===== src/rtl/jtag_tap_host.sv =====
// ============================================================================
// jtag_tap_host : JTAG host engine driving TCK/TMS/TDI and sampling TDO. Rev 1.0
// ============================================================================
`timescale 1ns/1ps
`default_nettype none

module jtag_tap_host #(
  parameter int MAXLEN = 32,
  parameter int LENW   = 6
) (
  input  logic              Clock,
  input  logic              TRST,
  input  logic              Start,
  input  logic [1:0]        Cmd,
  input  logic [LENW-1:0]   Len,
  input  logic [MAXLEN-1:0] DataIn,
  input  logic              TDO,
  output logic              TCK,
  output logic              TMS,
  output logic              TDI,
  output logic              Busy,
  output logic              Done,
  output logic [MAXLEN-1:0] DataOut
);

  localparam int              IDXW    = (MAXLEN > 1) ? $clog2(MAXLEN) : 1;
  localparam logic [LENW-1:0] LEN_MAX = LENW'(MAXLEN);
  localparam logic [LENW-1:0] LEN_ONE = LENW'(1);

  localparam logic [1:0] CMD_RST = 2'b00;
  localparam logic [1:0] CMD_IR  = 2'b01;
  localparam logic [1:0] CMD_DR  = 2'b10;
  localparam logic [1:0] CMD_RUN = 2'b11;

  localparam logic [2:0] S_IDLE  = 3'd0;
  localparam logic [2:0] S_NAV   = 3'd1;
  localparam logic [2:0] S_SHIFT = 3'd2;
  localparam logic [2:0] S_EXIT  = 3'd3;
  localparam logic [2:0] S_DONE  = 3'd4;

  logic [2:0]        state, state_nx;
  logic              ph, ph_nx;
  logic [1:0]        cmd_q, cmd_nx;
  logic [5:0]        nav_pat, nav_pat_nx, ld_pat;
  logic [2:0]        nav_cnt, nav_cnt_nx, ld_cnt;
  logic [LENW-1:0]   remain, remain_nx, ld_len;
  logic [IDXW-1:0]   idx, idx_nx;
  logic [MAXLEN-1:0] sh, sh_nx;
  logic              exit2, exit2_nx;
  logic              tlr, tlr_nx;
  logic              tck_nx, tms_nx, tdi_nx;
  logic              accept, ld_scan, scan_q, scan_nx;

  function automatic logic [2:0] after_nav(input logic [1:0] c, input logic [LENW-1:0] l);
    if (c == CMD_IR || c == CMD_DR) return (l != '0) ? S_SHIFT : S_EXIT;
    else if (c == CMD_RUN && l != '0) return S_SHIFT;
    else return S_DONE;
  endfunction

  assign accept  = Start && (state == S_IDLE || state == S_DONE);
  assign ld_scan = (Cmd == CMD_IR) || (Cmd == CMD_DR);
  assign scan_q  = (cmd_q == CMD_IR) || (cmd_q == CMD_DR);
  assign scan_nx = (cmd_nx == CMD_IR) || (cmd_nx == CMD_DR);

  // Navigation TMS pattern, LSB first; an empty scan turns the Shift step into Capture->Exit1.
  always_comb begin : load_decode
    ld_len = (ld_scan && Len > LEN_MAX) ? LEN_MAX : Len;
    ld_pat = '0;
    ld_cnt = '0;
    case (Cmd)
      CMD_RST: begin ld_pat = 6'b011111;                        ld_cnt = 3'd6; end
      CMD_IR:  begin ld_pat = {2'b00, (ld_len == '0), 3'b011};  ld_cnt = 3'd4; end
      CMD_DR:  begin ld_pat = {3'b000, (ld_len == '0), 2'b01};  ld_cnt = 3'd3; end
      default: ;
    endcase
    if (tlr && Cmd != CMD_RST) begin
      ld_pat = {ld_pat[4:0], 1'b0};
      ld_cnt = ld_cnt + 3'd1;
    end
  end

  always_ff @(posedge Clock or negedge TRST) begin
    if (!TRST) begin
      state   <= S_IDLE;
      ph      <= 1'b0;
      cmd_q   <= '0;
      nav_pat <= '0;
      nav_cnt <= '0;
      remain  <= '0;
      idx     <= '0;
      sh      <= '0;
      exit2   <= 1'b0;
      tlr     <= 1'b1;
      TCK     <= 1'b0;
      TMS     <= 1'b1;
      TDI     <= 1'b0;
    end else begin
      state   <= state_nx;
      ph      <= ph_nx;
      cmd_q   <= cmd_nx;
      nav_pat <= nav_pat_nx;
      nav_cnt <= nav_cnt_nx;
      remain  <= remain_nx;
      idx     <= idx_nx;
      sh      <= sh_nx;
      exit2   <= exit2_nx;
      tlr     <= tlr_nx;
      TCK     <= tck_nx;
      TMS     <= tms_nx;
      TDI     <= tdi_nx;
    end
  end

  // TDO is captured on the edge that raises TCK, i.e. the end of phase L.
  always_ff @(posedge Clock or negedge TRST) begin
    if (!TRST)                                DataOut      <= '0;
    else if (accept)                          DataOut      <= '0;
    else if (state == S_SHIFT && !ph && scan_q) DataOut[idx] <= TDO;
  end

  always_comb begin : next_state
    state_nx   = state;
    ph_nx      = ph;
    cmd_nx     = cmd_q;
    nav_pat_nx = nav_pat;
    nav_cnt_nx = nav_cnt;
    remain_nx  = remain;
    idx_nx     = idx;
    sh_nx      = sh;
    exit2_nx   = exit2;
    tlr_nx     = tlr;
    case (state)
      S_IDLE, S_DONE: begin
        state_nx = S_IDLE;
        if (accept) begin
          cmd_nx     = Cmd;
          nav_pat_nx = ld_pat;
          nav_cnt_nx = ld_cnt;
          remain_nx  = ld_len;
          idx_nx     = '0;
          sh_nx      = DataIn;
          exit2_nx   = 1'b0;
          tlr_nx     = 1'b0;
          ph_nx      = 1'b0;
          state_nx   = (ld_cnt != 3'd0) ? S_NAV : after_nav(Cmd, ld_len);
        end
      end
      S_NAV, S_SHIFT, S_EXIT: begin
        ph_nx = ~ph;
        if (ph) begin
          case (state)
            S_NAV: begin
              nav_pat_nx = nav_pat >> 1;
              nav_cnt_nx = nav_cnt - 3'd1;
              if (nav_cnt == 3'd1) state_nx = after_nav(cmd_q, remain);
            end
            S_SHIFT: begin
              remain_nx = remain - LEN_ONE;
              idx_nx    = idx + IDXW'(1);
              sh_nx     = sh >> 1;
              if (remain == LEN_ONE) state_nx = scan_q ? S_EXIT : S_DONE;
            end
            default: begin
              exit2_nx = 1'b1;
              if (exit2) state_nx = S_DONE;
            end
          endcase
        end
      end
      default: state_nx = S_IDLE;
    endcase
  end

  // Pin values for the step that begins on the next edge; held otherwise.
  always_comb begin : out_decode
    tck_nx = 1'b0;
    tms_nx = TMS;
    tdi_nx = TDI;
    if (state_nx == S_NAV || state_nx == S_SHIFT || state_nx == S_EXIT) begin
      if (ph_nx) begin
        tck_nx = 1'b1;
      end else begin
        tdi_nx = 1'b0;
        case (state_nx)
          S_NAV:   tms_nx = nav_pat_nx[0];
          S_SHIFT: begin
            tms_nx = scan_nx && (remain_nx == LEN_ONE);
            tdi_nx = scan_nx & sh_nx[0];
          end
          default: tms_nx = ~exit2_nx;
        endcase
      end
    end
    Busy = (state == S_NAV) || (state == S_SHIFT) || (state == S_EXIT);
    Done = (state == S_DONE);
  end

endmodule

`default_nettype wire


===== config.mk =====
export PLATFORM = sky130hd
export DESIGN_NAME = jtag_tap_host
export DESIGN_NICKNAME = d
export VERILOG_FILES = /design/src/rtl/jtag_tap_host.sv
export SDC_FILE = /design/constraint.sdc
export NUM_CORES = 1
export LEC_CHECK = 0
export ABC_CLOCK_PERIOD_IN_PS = 2050
export BUFFER_PORTS_ARGS = -buffer_cell sky130_fd_sc_hd__buf_2
export CAP_MARGIN = 40
export CORE_MARGIN = 2
export CORE_UTILIZATION = 30
export DETAILED_ROUTE_END_ITERATION = 12
export SLEW_MARGIN = 20
export SYNTH_ARGS = -nofsm -noshare
export SYNTH_HDL_FRONTEND = slang
export SYNTH_SLANG_ARGS = --single-unit

===== constraint.sdc =====
create_clock -name Clock -period 2.05 [get_ports Clock]
set_input_delay 0.205 -clock Clock [delete_from_list [all_inputs] [get_ports Clock]]
set_output_delay 0.205 -clock Clock [all_outputs]
set_load 0.02 [all_outputs]

-- After elaboration in Yosys (flattened, before gate mapping)
Index checks and enable logic that the tools add are counted.
- word-level logic and storage cells: 140
- bits in registers: 95
- output and inout bits: 37
- bits of input ports: 44
- equal/unequal tests: 22
- reductions and logical operators: 34
- add/sub/neg operators: 4
- bitwise operators: 4
- mux-type cells: 57
- order comparisons: 3
- operator list (cell ; count):
    $mux W32 ; 5
    $pmux W32 S2 ; 1
    $mux W6 ; 8
    $mux W3 ; 15
    $bwmux W32 ; 1
    $pmux W6 S2 ; 2
    $pmux W3 S2 ; 3
    $mux W5 ; 3
    $pmux W5 S3 ; 1
    $eq A3 B2 Y1 const B ; 4
    $eq A6 B1 Y1 const B ; 2
    $reduce_bool A6 Y1 ; 2
    $eq A2 B2 Y1 const B ; 5
    $mux W1 ; 10
    $pmux W5 S2 ; 1
    $eq A3 B1 Y1 const B ; 3
    $logic_and A1 B1 Y1 ; 9
    $pmux W3 S3 ; 1
    $logic_or A1 B1 Y1 ; 8
    $ne A2 B2 Y1 const B ; 4
    $reduce_and A4 Y1 ; 2
    $eq A2 B1 Y1 const B ; 3
    $gt A6 B6 Y1 const B ; 1
    $logic_not A6 Y1 ; 1
    other kinds (20) ; 29

-- Depth between registers and ports, before layout
Gate-level depths: netlist (run 1).
- word-level depth: 15
- mapped depth: 10
- depth with buffers taken out: 9

-- Worst setup path after synthesis (run 1)
Ideal clock, no wire load.
- path type: flip-flop to flip-flop
- from: reg cmd_q[0]
- to: reg DataOut[25]
- arrival: 1.970 ns
- clock period less this slack: 2.106 ns
- library setup time: 0.136 ns
- slack: -0.056 ns
- cell stages (with the launch flop): 10
- required time: 1.914 ns
- path buffers: 2
- path through: dfrtp_1 > ha_1 > nor2b_1 > nor3b_1 > and2_1 > clkbuf_1 > clkbuf_1 > nand2_1 > nand2_1 > a21oi_1
- longest elaborated chain between the ends: 4
- elaborated cells on any way between the ends: 5
- classes of those cells: 2 x eq/ne; 3 x reduce/logical
- ends and longest elaborated chain (what ; line ; RTL):
    start, declared ; 43 ; logic [1:0] cmd_q, cmd_nx;
    start signal, assigned ; 100 ; cmd_q <= cmd_nx;
    $eq A2 B1 Y1 / $eq A2 B2 Y1 (equally long branches) ; 62 ; assign scan_q = (cmd_q == CMD_IR) || (cmd_q == CMD_DR);
    $logic_or A1 B1 Y1 * ; 62 ;
    $logic_and A1 B1 Y1 * ; 118 ; else if (state == S_SHIFT && !ph && scan_q) DataOut[idx] <= TDO;
    $reduce_bool A2 Y1 (no line) * ; n/a ;
    end signal, assigned ; 116 ; if (!TRST) DataOut <= '0;
    end signal, assigned ; 117 ; else if (accept) DataOut <= '0;
    end signal, assigned by index ; 118 ;
    end, declared ; 23 ; output logic [MAXLEN-1:0] DataOut
Every way passes the cells marked *; elsewhere a longest branch is shown, timed or not.
A chain may end at the register's enable or synchronous reset.

-- Worst setup path after layout (run 1)
- from: reg remain[5]
- to: reg TMS
- longest elaborated chain between the ends: 12
- elaborated cells on any way between the ends: 25
- classes of those cells: 1 x add/sub; 5 x eq/ne; 13 x mux; 6 x reduce/logical
- ends and longest elaborated chain (what ; line ; RTL):
    start, declared ; 46 ; logic [LENW-1:0] remain, remain_nx, ld_len;
    start signal, assigned ; 103 ; remain <= remain_nx;
    $reduce_bool A6 Y1 ; 56 ; else if (c == CMD_RUN && l != '0) return S_SHIFT;
    $logic_and A1 B1 Y1 ; 56 ;
    $mux W3 ; 56 ;
    $mux W3 ; 55 ; if (c == CMD_IR || c == CMD_DR) return (l != '0) ? S_SHIFT : S_EXIT;
    $mux W3 ; 155 ; if (nav_cnt == 3'd1) state_nx = after_nav(cmd_q, remain);
    $pmux W3 S2 * ; 151 ; case (state)
    $mux W3 * ; 150 ; if (ph) begin
    $pmux W3 S2 * ; 132 ; case (state)
    net state_nx[1] ; 41 ; logic [2:0] state, state_nx;
    $eq A3 B1 Y1 / $eq A3 B2 Y1 (equally long branches) ; 179, 184 ;
    $logic_or A1 B1 Y1 (2 in a row) ; 179 ; if (state_nx == S_NAV || state_nx == S_SHIFT || state_nx == S_EXIT) begin
    $reduce_and A2 Y1 (no line) ; n/a ;
    end signal, assigned ; 109 ; TMS <= tms_nx;
    end, declared ; 19 ; output logic TMS,
Mark *: on every way through the listed nets, which the timed path passes. The rest lies on a longest branch.

==> impl_metrics.tcl, run 1 <==
set metrics [dict create \
    status "complete, but fails checks" \
    violations "setup timing" \
    clock_skew_ns 0.00456 \
    dp.final_hpwl_um 9250 \
    utilization_pct 40.4 \
    core.rowCount 46 \
    worstMarginPinSlew_ns 0.557 \
    avgSynthCellArea_um2 8.94 \
    die_h_um 132 \
    path_clk_slew_ns 0.07 \
    p_leak_nw 3.06 \
    n_antenna_cell 0 \
    post-route-period-util_pct 103 \
    synth_nets 612 \
    die_area_um2 17500 \
    port_buffers 80 \
    cp-endpoint "TMS" \
    critPathMostFrequentCell "buf_4" \
    synth_top_area_share_pct 47.2 \
    grt-ovfl-total 0 \
    crit_family "compound AO/OA/AOI/OAI gates" \
    wl_per_cell_um 14.8 \
    drt-total-wl_um 13300 \
    cts_htree_levels 3 \
    ys_ff_latch 95 \
    hold_viol 0 \
    hold_start "Len[4]" \
    yosys.area.top_type "dfrtp_1" \
    rsz0062_at_grt "true" \
    hold_path_class "in -> reg" \
    fp.dieW_um 132 \
    synth-edff-count 0 \
    slew_headroom_pct 62.9 \
    crit_cells 9 \
    cp-start-kind "flip-flop" \
    r2r_slack_ns -0.05 \
    required_ns 2.31 \
    core_area_um2 16000 \
    gp_congestion 0.896 \
    drc 0 \
    synth_area_leaders "dfrtp_1, nand2_1, a22oi_1" \
    drive_gt1_share_pct 30.4 \
    r2r-end "TMS" \
    grt_pass1_wl_um 21700 \
    yosys-top-cells-count "nand2_1, dfrtp_1, a21oi_1" \
    drtPass1Iterations 5 \
    r2r_cells 9 \
    powerDensity_nw_per_um2 1320 \
    peakVddDrop_mv 0.599 \
    fin_ws_ns -0.0542 \
    path_cells "nor4_2, buf_4, nand3b_1, a21oi_2, o32ai_4, buf_4, nor2b_4, a222oi_1, a31oi_1" \
    dr.first_iter.drc_count 268 \
    grt_pass1_vias 4415 \
    ctsRootBufferMaster "clkbuf_16" \
    synth_most_common_cell "nand2_1" \
    timing.critical_path.slowest_stage_cell "dfrtp_1" \
    synthToLayoutAreaGrowth_pct 31.0 \
    clock-sinks 95 \
    initial_utilization_pct 30.8 \
    grtUsageTotal_pct 15.2 \
    tns_ns -0.0542 \
    max_freq_mhz 475 \
    fin_nets 737 \
    design.portCount 81 \
    grt_max_degree 47 \
    ant_nets 0 \
    slowest_delay_ns 0.40 \
    critPathBufInv 2 \
    cts_tree "built" \
    r2r_start "remain[5]" \
    crit_arrival_ns 2.37 \
    fin_crit_ns 2.10 \
    clockBufferDepth 2 \
    ys_dominant_reg_cell "dfrtp_1" \
    crit_start "remain[5]" \
    antenna_found_initial 0 \
    critPathKind "reg -> reg" \
    cp-end-kind "flip-flop" \
    vias 4461 \
    finalMaxSlewViolations 0 \
    n_fill_cell 1636 \
    crit_fanout 5 \
    ys_types 69 \
    routed_via_density 4.97 \
    clk_latency_ns 0.34 \
    cts_buffers 9 \
    ys_warn_count 0 \
    yosysSeqAreaShare_pct 48.2 \
    async_flop_share_pct 100 \
    syn_area_um2 4930 \
    synthCells 552 \
    setup_violations 1 \
    drv_cap 0 \
]
report_power, final:
group	internal, mW	total [mW]	switching, mW	leakage [nW]
combinational	1.70	3.75	2.04	1.67
sequential	2.52	2.98	0.458	1.23
clock	1.03	1.79	0.761	0.158
total	5.25	8.51	3.26	3.06
cells by family (layout without fill, tap and decap cells):
family | Yosys count | after routing | synth area share, %
compound gates | 124 | 124 | 17.1
mux | 3 | 3 | 0.634
simple gates | 258 | 258 | 24.4
fa+ha+maj | 16 | 16 | 4.06
buf+inv | 51 | 181 | 4.69
xor+xnor | 5 | 5 | 0.888
flops | 95 | 95 | 48.2
how the worst min path moves through the flow:
stage,end,cells after the start,slack [ns]
after floorplan,DataOut[0],0,-0.09
after global placement,remain[5],1,0.19
after detailed placement,remain[2],1,0.19
after CTS,remain[4],2,0.06
after global routing,remain[4],2,0.07
final,remain[4],2,0.08
layout make-up:
| class | instances | area [µm²] | share of cell area (%) |
|---|---|---|---|
| flip-flops and latches | 95 | 2380 | 36.9 |
| multi-input cells | 406 | 2430 | 37.6 |
| repair buffers | 154 | 1020 | 15.9 |
| well taps | 216 | 270 | 4.18 |
| clock buffers | 11 | 253 | 3.91 |
| clock inverters | 5 | 63.8 | 0.987 |
| inverters | 11 | 41.3 | 0.639 |
layer usage:
metal | up-vias | global-route usage [%] | part of all wire, %
li1 | 2164 | - | -
met1 | 2176 | 19.3 | 43
met4 | 0 | 5.85 | 1.6
met5 | - | 0 | 0
met2 | 104 | 25.7 | 50
met3 | 17 | 2.96 | 5.2
metrics by stage:
step / hold WS, ns / cells / area [µm²] / setup slack [ns] / total power, mW
after floorplan: -0.0906 / 552 / 4940 / 0.0230 / 5.11
after detailed placement: 0.193 / 872 / 5970 / -0.144 / 6.43
after global placement: 0.192 / 872 / 5970 / -0.0895 / 6.30
after global routing: 0.0708 / 898 / 6460 / -0.108 / 9.10
final: 0.0765 / 898 / 6460 / -0.0542 / 8.51
after CTS: 0.0604 / 891 / 6350 / -0.0144 / 8.37
registers in the layout, summed over array words and instances, names as in the netlist:
signal and cells:
sh 32, remain 6, TCK 1, idx 5
TDI 1, exit2 1, nav_pat 6, state 3
DataOut 32, cmd_q 2, ph 1, tlr 1
TMS 1, nav_cnt 3
cell usage in the layout, fill, tap and decap left out, drive strengths merged, types with 3 or more instances in the layout:
master  synthesis  final
nor3b           7      7
o22ai           4      4
nand3          32     32
nor3           11     11
a31oi           3      3
xor2            4      4
nand2         146    146
a21o            4      4
clkbuf         26     12
dfrtp          93     93
inv            11     13
a221o           6      6
a22oi          32     32
o21ai          13     13
nor2b           5      5
a22o            3      3
nand2b          6      6
nor4            4      4
nand4           4      4
buf            14    152
and2            7      7
nor2           22     22
ha             16     16
a21oi          44     44
worst reg2reg max path, delay by kind of cell, from the launching register on:
kind                   cells  cell delay (ns)
AOI/OAI and AO/OA          4             0.69
buffers and inverters      2             0.37
DFF                        1             0.40
and+or+nand+nor            3             0.58
timing repair:
action                                 4_1_cts  5_1_grt
setup buffers                                2        7
endpoints found under the hold margin       27        0
hold buffers                                 1        0
pin swaps                                    1        7
resized for setup                            9       15
setup endpoints to repair                    2        6
Power figures use the tool's default switching activity.
==> run 2: changes to the inputs <==
--- a/config.mk
+++ b/config.mk
@@ -5,6 +5,7 @@
 export SDC_FILE = /design/constraint.sdc
 export NUM_CORES = 1
 export LEC_CHECK = 0
+export ABC_AREA = 1
 export ABC_CLOCK_PERIOD_IN_PS = 2050
 export BUFFER_PORTS_ARGS = -buffer_cell sky130_fd_sc_hd__buf_2
 export CAP_MARGIN = 40
==> impl_metrics.tcl, run 2 <==
set metrics [dict create \
    synthCells 705 \
    power_frac_clock_pct 21.7 \
    die_area_um2 18300 \
    synth_top_area_share_pct 45.0 \
    power.switching_mw 3.17 \
    antenna_found_initial 2 \
    p_leak_nw 3.54 \
    finalNonFillerCells 1020 \
    max_freq_mhz 533 \
    synth_xor_area_share_pct 0.169 \
    clk_latency_ns 0.35 \
    dr.first_iter.drc_count 410 \
    grt_max_degree 38 \
    cts_setup_buffers 0 \
    crit_fanout 5 \
    ys_dominant_reg_cell "dfrtp_1" \
    grt-ovfl-total 0 \
    slew_headroom_pct 64.1 \
    fin_crit_ns 1.88 \
    dpl.cell_count 1003 \
    yosys-top-cells-count "nand2_1, dfrtp_1, inv_1" \
    comb_power_share_pct 41.4 \
    path_clk_slew_ns 0.07 \
    drt-total-wl_um 13100 \
    ys_types 34 \
    clock-sinks 95 \
    cp-start-kind "flip-flop" \
    cts_buffers 9 \
    required_ns 2.32 \
    critPathMostFrequentCell "nand2_1" \
    sw_frac_of_total_pct 41.3 \
    post-route-period-util_pct 91.5 \
    ctsRootBufferMaster "clkbuf_16" \
    vias 4631 \
    muxShareOfSynthArea_pct 0 \
    tns_ns 0 \
    synth_simple_gate_area_share_pct 31.9 \
    crit_family "simple AND/OR/NAND/NOR gates" \
    clockBufferDepth 2 \
    fp.dieW_um 135 \
    synth_most_common_cell "nand2_1" \
    core_area_um2 16700 \
    p_int_mw 4.49 \
    n_fill_cell 1791 \
    drv_cap 0 \
    fin_total_pwr_mw 7.66 \
    fin_nets 855 \
    grt_pass1_wl_um 22200 \
    powerDensity_nw_per_um2 1230 \
    die_h_um 135 \
    hold_path_class "in -> reg" \
    syn_area_um2 5170 \
    critPathBufInv 1 \
    crit_arrival_ns 2.15 \
    ys_ff_latch 95 \
    synth_top_family_by_area "simple AND/OR/NAND/NOR gates" \
    cp-end-kind "flip-flop" \
    timing.critical_path.slowest_stage_cell "dfrtp_1" \
    drtPass1Iterations 5 \
    synthToLayoutAreaGrowth_pct 20.1 \
    rsz0062_at_grt "true" \
    setup_violations 0 \
    synthAdderAreaFrac_pct 3.87 \
    core.rowCount 47 \
    yosysSeqAreaShare_pct 46.0 \
    ant_nets 0 \
    final_common_cell "nand2_1" \
    synth-edff-count 0 \
    hold_viol 0 \
    fin_ws_ns 0.174 \
    status "completed" \
    gp_congestion 0.873 \
    cts_tree "built" \
    drc 0 \
    routed_via_density 4.54 \
    worstMarginPinSlew_ns 0.535 \
    cts_htree_levels 3 \
    avgSynthCellArea_um2 7.33 \
    yosys.area.top_type "dfrtp_1" \
    grtUsageTotal_pct 15.3 \
    critPathKind "reg -> reg" \
    wl_per_cell_um 12.9 \
    ys_warn_count 0 \
    synth_nets 765 \
    seqPwrFrac_pct 36.9 \
    grt_pass1_vias 4405 \
    synth_compound_area_share_pct 9.32 \
    peakVddDrop_mv 0.595 \
    design.portCount 81 \
    top_regs "DataOut: 32 flops, sh: 32 flops" \
    initial_utilization_pct 30.9 \
    clock_skew_ns 0.0147 \
    final_cell_mix "nand2_1, dfrtp_1, inv_1, buf_2, nand3_1" \
    dp.final_hpwl_um 9770 \
    async_flop_share_pct 100 \
    synth_area_leaders "dfrtp_1, nand2_1, nand3_1" \
    path_cells "nor2_1, nand3_1, nand2_1, nand2_1, nand3_1, nand2_1, nand2_2, nand2_2, o21bai_4, inv_1, nand2_1, nor2_1, nor2_1" \
    finalMaxSlewViolations 0 \
    drive_gt1_share_pct 18.0 \
    port_buffers 80 \
    post-place-ws_ns 0.0432 \
    slowest_delay_ns 0.42 \
]
[run 2: changes by cell type in the layout (fill, tap and decap cells not counted), sizes merged, moves of 5 or more]
| cell | delta |
|---|---|
| nor2 | +33 |
| nand3 | +36 |
| o21ai | +42 |
| nor2b | -5 |
| nand2 | +111 |
| a22oi | -31 |
| and2 | -7 |
| buf | -53 |
| nor3b | -7 |
| a21oi | -28 |
| nand2b | -6 |
| inv | +81 |
| a221o | -6 |
[run 2: final cells by class]
cell class	instances	area, µm²	share of cell area, %
Sequential cell	95	2380	38.3
Antenna cell	1	2.50	0.0403
Tap cell	220	275	4.43
Clock inverter	5	57.6	0.927
Inverter	93	352	5.66
Clock buffer	10	229	3.69
Timing Repair Buffer	100	568	9.15
Multi-Input combinational cell	496	2340	37.8
[run 2: repair_timing]
item                                   CTS  global route
hold buffers                             1             0
gates resized for setup                  0             6
setup endpoints to repair                0             7
endpoints found under the hold margin   32             0
[run 2: cell families (layout without fill, tap and decap cells)]
kind of cell | Yosys count | count (layout)
buffers and inverters | 114 | 208
AO/OA/AOI/OAI | 84 | 84
adder cells (fa/ha/maj) | 16 | 16
other | 0 | 1
flip-flops | 95 | 95
XOR/XNOR | 1 | 1
AND/OR/NAND/NOR | 395 | 395
[run 2: metal layers]
layer | global-route usage [%] | vias up | share of wire, %
li1 | - | 2405 | -
met2 | 23.5 | 96 | 44
met3 | 3.07 | 15 | 4.6
met5 | 0 | - | 0.099
met4 | 5.90 | 2 | 1.7
met1 | 21.3 | 2113 | 49
[run 2: worst reg2reg max path, cell delays in order, from the launching register on]
cell and delay, ns:
dfrtp_1 0.42, nor2_1 0.32, nand3_1 0.18, nand2_1 0.09, nand2_1 0.06, nand3_1 0.07, nand2_1 0.06, nand2_2 0.11
nand2_2 0.10, o21bai_4 0.15, inv_1 0.07, nand2_1 0.05, nor2_1 0.04, nor2_1 0.09
[run 2: power by group through the flow]
stage | Sequential (mW) | Clock, mW | Combinational [mW]
2_1_floorplan | 2.82 | 0 | 2.14
3_3_place_gp | 2.84 | 0 | 3.17
3_5_place_dp | 2.85 | 0 | 3.17
4_1_cts | 2.83 | 1.72 | 3.18
5_1_grt | 2.91 | 1.80 | 3.61
6_report | 2.83 | 1.67 | 3.17
[run 2: path summary, 6_finish.rpt]
check                      slack, ns        from          end  cells after the start
max in group asynchronous       1.00        TRST  DataOut[27]                      3
hold / removal                  0.07  DataIn[18]       sh[18]                      3
setup / recovery                0.17   remain[2]          TMS                     13
setup reg to reg                0.17   remain[2]          TMS                     13
min in group asynchronous       0.37        TRST   nav_pat[5]                      2
hold reg to reg                 0.46         tlr          tlr                      2
[run 2: stage by stage]
step	area [µm²]	util, %	hold WS (ns)
after global placement	5900	35.3	0.228
after detailed placement	5900	35.3	0.225
after floorplan	5170	-	-0.0906
after CTS	6200	37.1	0.0559
final	6210	37.2	0.0693
after global routing	6210	37.2	0.0697
==> run 3: changes to the inputs <==
--- a/config.mk
+++ b/config.mk
@@ -12,6 +12,7 @@
 export CORE_MARGIN = 2
 export CORE_UTILIZATION = 30
 export DETAILED_ROUTE_END_ITERATION = 12
+export MAX_ROUTING_LAYER = met4
 export SLEW_MARGIN = 20
 export SYNTH_ARGS = -nofsm -noshare
 export SYNTH_HDL_FRONTEND = slang
==> impl_metrics.tcl, run 3 (synthesis results as in run 2) <==
set metrics [dict create \
    final_cell_area_um2 6260 \
    grt_pass1_vias 4469 \
    antenna_found_initial 3 \
    slew_headroom_pct 64.0 \
    slowest_delay_ns 0.42 \
    critPathBufInv 1 \
    gp_congestion 0.890 \
    hold_viol 0 \
    design.portCount 81 \
    ctsRootBufferMaster "clkbuf_16" \
    synthToLayoutAreaGrowth_pct 21.1 \
    drv_cap 0 \
    hold_path_class "in -> reg" \
    drt-total-wl_um 13200 \
    setup_violations 0 \
    top_regs "DataOut: 32 flops, sh: 32 flops" \
    drtPass1Iterations 5 \
    regArea_um2 2380 \
    r2r_slack_ns 0.19 \
    dp.final_hpwl_um 9810 \
    post_dp_cell_area_um2 5910 \
    fin_total_pwr_mw 7.79 \
    wl_per_cell_um 12.9 \
    die_h_um 135 \
    path_cells "nor2_2, nand2_4, inv_2, nand3_1, nand2_1, nor2_1, nor2_1, nand2_1, nor2_1, nand3_1, nand2_1, nor2_1, nor2_1" \
    final_cell_mix "nand2_1, dfrtp_1, inv_1, buf_2, nand3_1" \
    dr.first_iter.drc_count 333 \
    clock_skew_ns 0.0101 \
    rsz0062_at_grt "false" \
    crit_arrival_ns 2.14 \
    seqPwrFrac_pct 36.3 \
    cts_htree_levels 3 \
    n_fill_cell 1825 \
    cts_buffers 9 \
    crit_fanout 10 \
    powerDensity_nw_per_um2 1240 \
    comb_power_share_pct 41.1 \
    critPathKind "reg -> reg" \
    drc 0 \
    fin_nets 859 \
    crit_family "simple AND/OR/NAND/NOR gates" \
    core.rowCount 47 \
    p_int_mw 4.58 \
    worstMarginPinSlew_ns 0.540 \
    initial_utilization_pct 30.9 \
    grtUsageTotal_pct 15.8 \
    path_clk_slew_ns 0.07 \
    cp-start-kind "flip-flop" \
    timing.critical_path.slowest_stage_cell "dfrtp_1" \
    die_area_um2 18300 \
    power.switching_mw 3.21 \
    ant_nets 0 \
    required_ns 2.34 \
    critPathMostFrequentCell "nor2_1" \
    utilization_pct 37.5 \
    routed_via_density 4.57 \
    grt_max_degree 41 \
    tns_ns 0 \
    peakVddDrop_mv 0.628 \
    cp-end-kind "flip-flop" \
    grt-ovfl-total 0 \
    core_area_um2 16700 \
    port_buffers 80 \
    post-route-period-util_pct 90.6 \
    fp.dieW_um 135 \
    clock-sinks 95 \
    power_frac_clock_pct 22.6 \
    p_leak_nw 3.56 \
    cts_tree "built" \
    grt_pass1_wl_um 22200 \
    fin_crit_ns 1.86 \
    status "completed" \
    clockBufferDepth 2 \
    drive_gt1_share_pct 18.5 \
    final_common_cell "nand2_1" \
    vias 4695 \
    sw_frac_of_total_pct 41.2 \
    finalMaxSlewViolations 0 \
    max_freq_mhz 538 \
    multi_input_area_um2 2340 \
    clk_latency_ns 0.35 \
]
run 3: power groups by stage:
stage	clock network, mW	registers, mW	logic [mW]
after CTS	1.82	2.83	3.21
after floorplan	0	2.82	2.14
final	1.76	2.82	3.20
after global placement	0	2.84	3.20
after global routing	1.88	2.90	3.65
after detailed placement	0	2.86	3.20
run 3: final cells by class:
cell class / instances / area share (%)
antenna: 3 / 0.120
inverter: 93 / 5.58
clock inverter: 5 / 1.02
tap: 220 / 4.40
timing repair buffer: 104 / 9.55
sequential: 95 / 38.0
multi-input combinational: 496 / 37.5
clock buffer: 11 / 3.88
run 3: what timing repair did:
action,CTS,global route
hold buffers,1,0
endpoints found under the setup margin,0,2
endpoints found under the hold margin,35,0
resized for setup,0,5
buffers inserted,0,2
run 3: routing by layer:
layer / up-vias / global-route usage, % / part of all wire (%)
met1: 2147 / 20.9 / 48
met4: 0 / 5.44 / 2.0
met3: 17 / 3.82 / 5.3
met2: 114 / 23.6 / 45
met5: - / - / 0
li1: 2417 / - / -
run 3: final timing paths:
check	startpoint	endpoint	depth (start not counted)
setup / recovery	state[0]	TMS	13
hold / removal	DataIn[22]	sh[22]	3
setup reg to reg	state[0]	TMS	13
hold reg to reg	tlr	tlr	2
max in group asynchronous	TRST	sh[6]	3
min in group asynchronous	TRST	nav_pat[5]	2
run 3: metrics by stage:
| step | instances | setup slack [ns] | hold slack (ns) |
|---|---|---|---|
| 5_1_grt | 1027 | 0.00123 | 0.0571 |
| 4_1_cts | 1022 | 0.174 | 0.0498 |
| 6_report | 1027 | 0.193 | 0.0638 |
| 3_3_place_gp | 1005 | 0.106 | 0.230 |
| 3_5_place_dp | 1005 | 0.0385 | 0.232 |
| 2_1_floorplan | 705 | 0.401 | -0.0906 |
run 3: worst min-delay path, cell delays in order:
cell and delay (ns):
buf_2 0.07, nand2_1 0.04, nand3_1 0.06
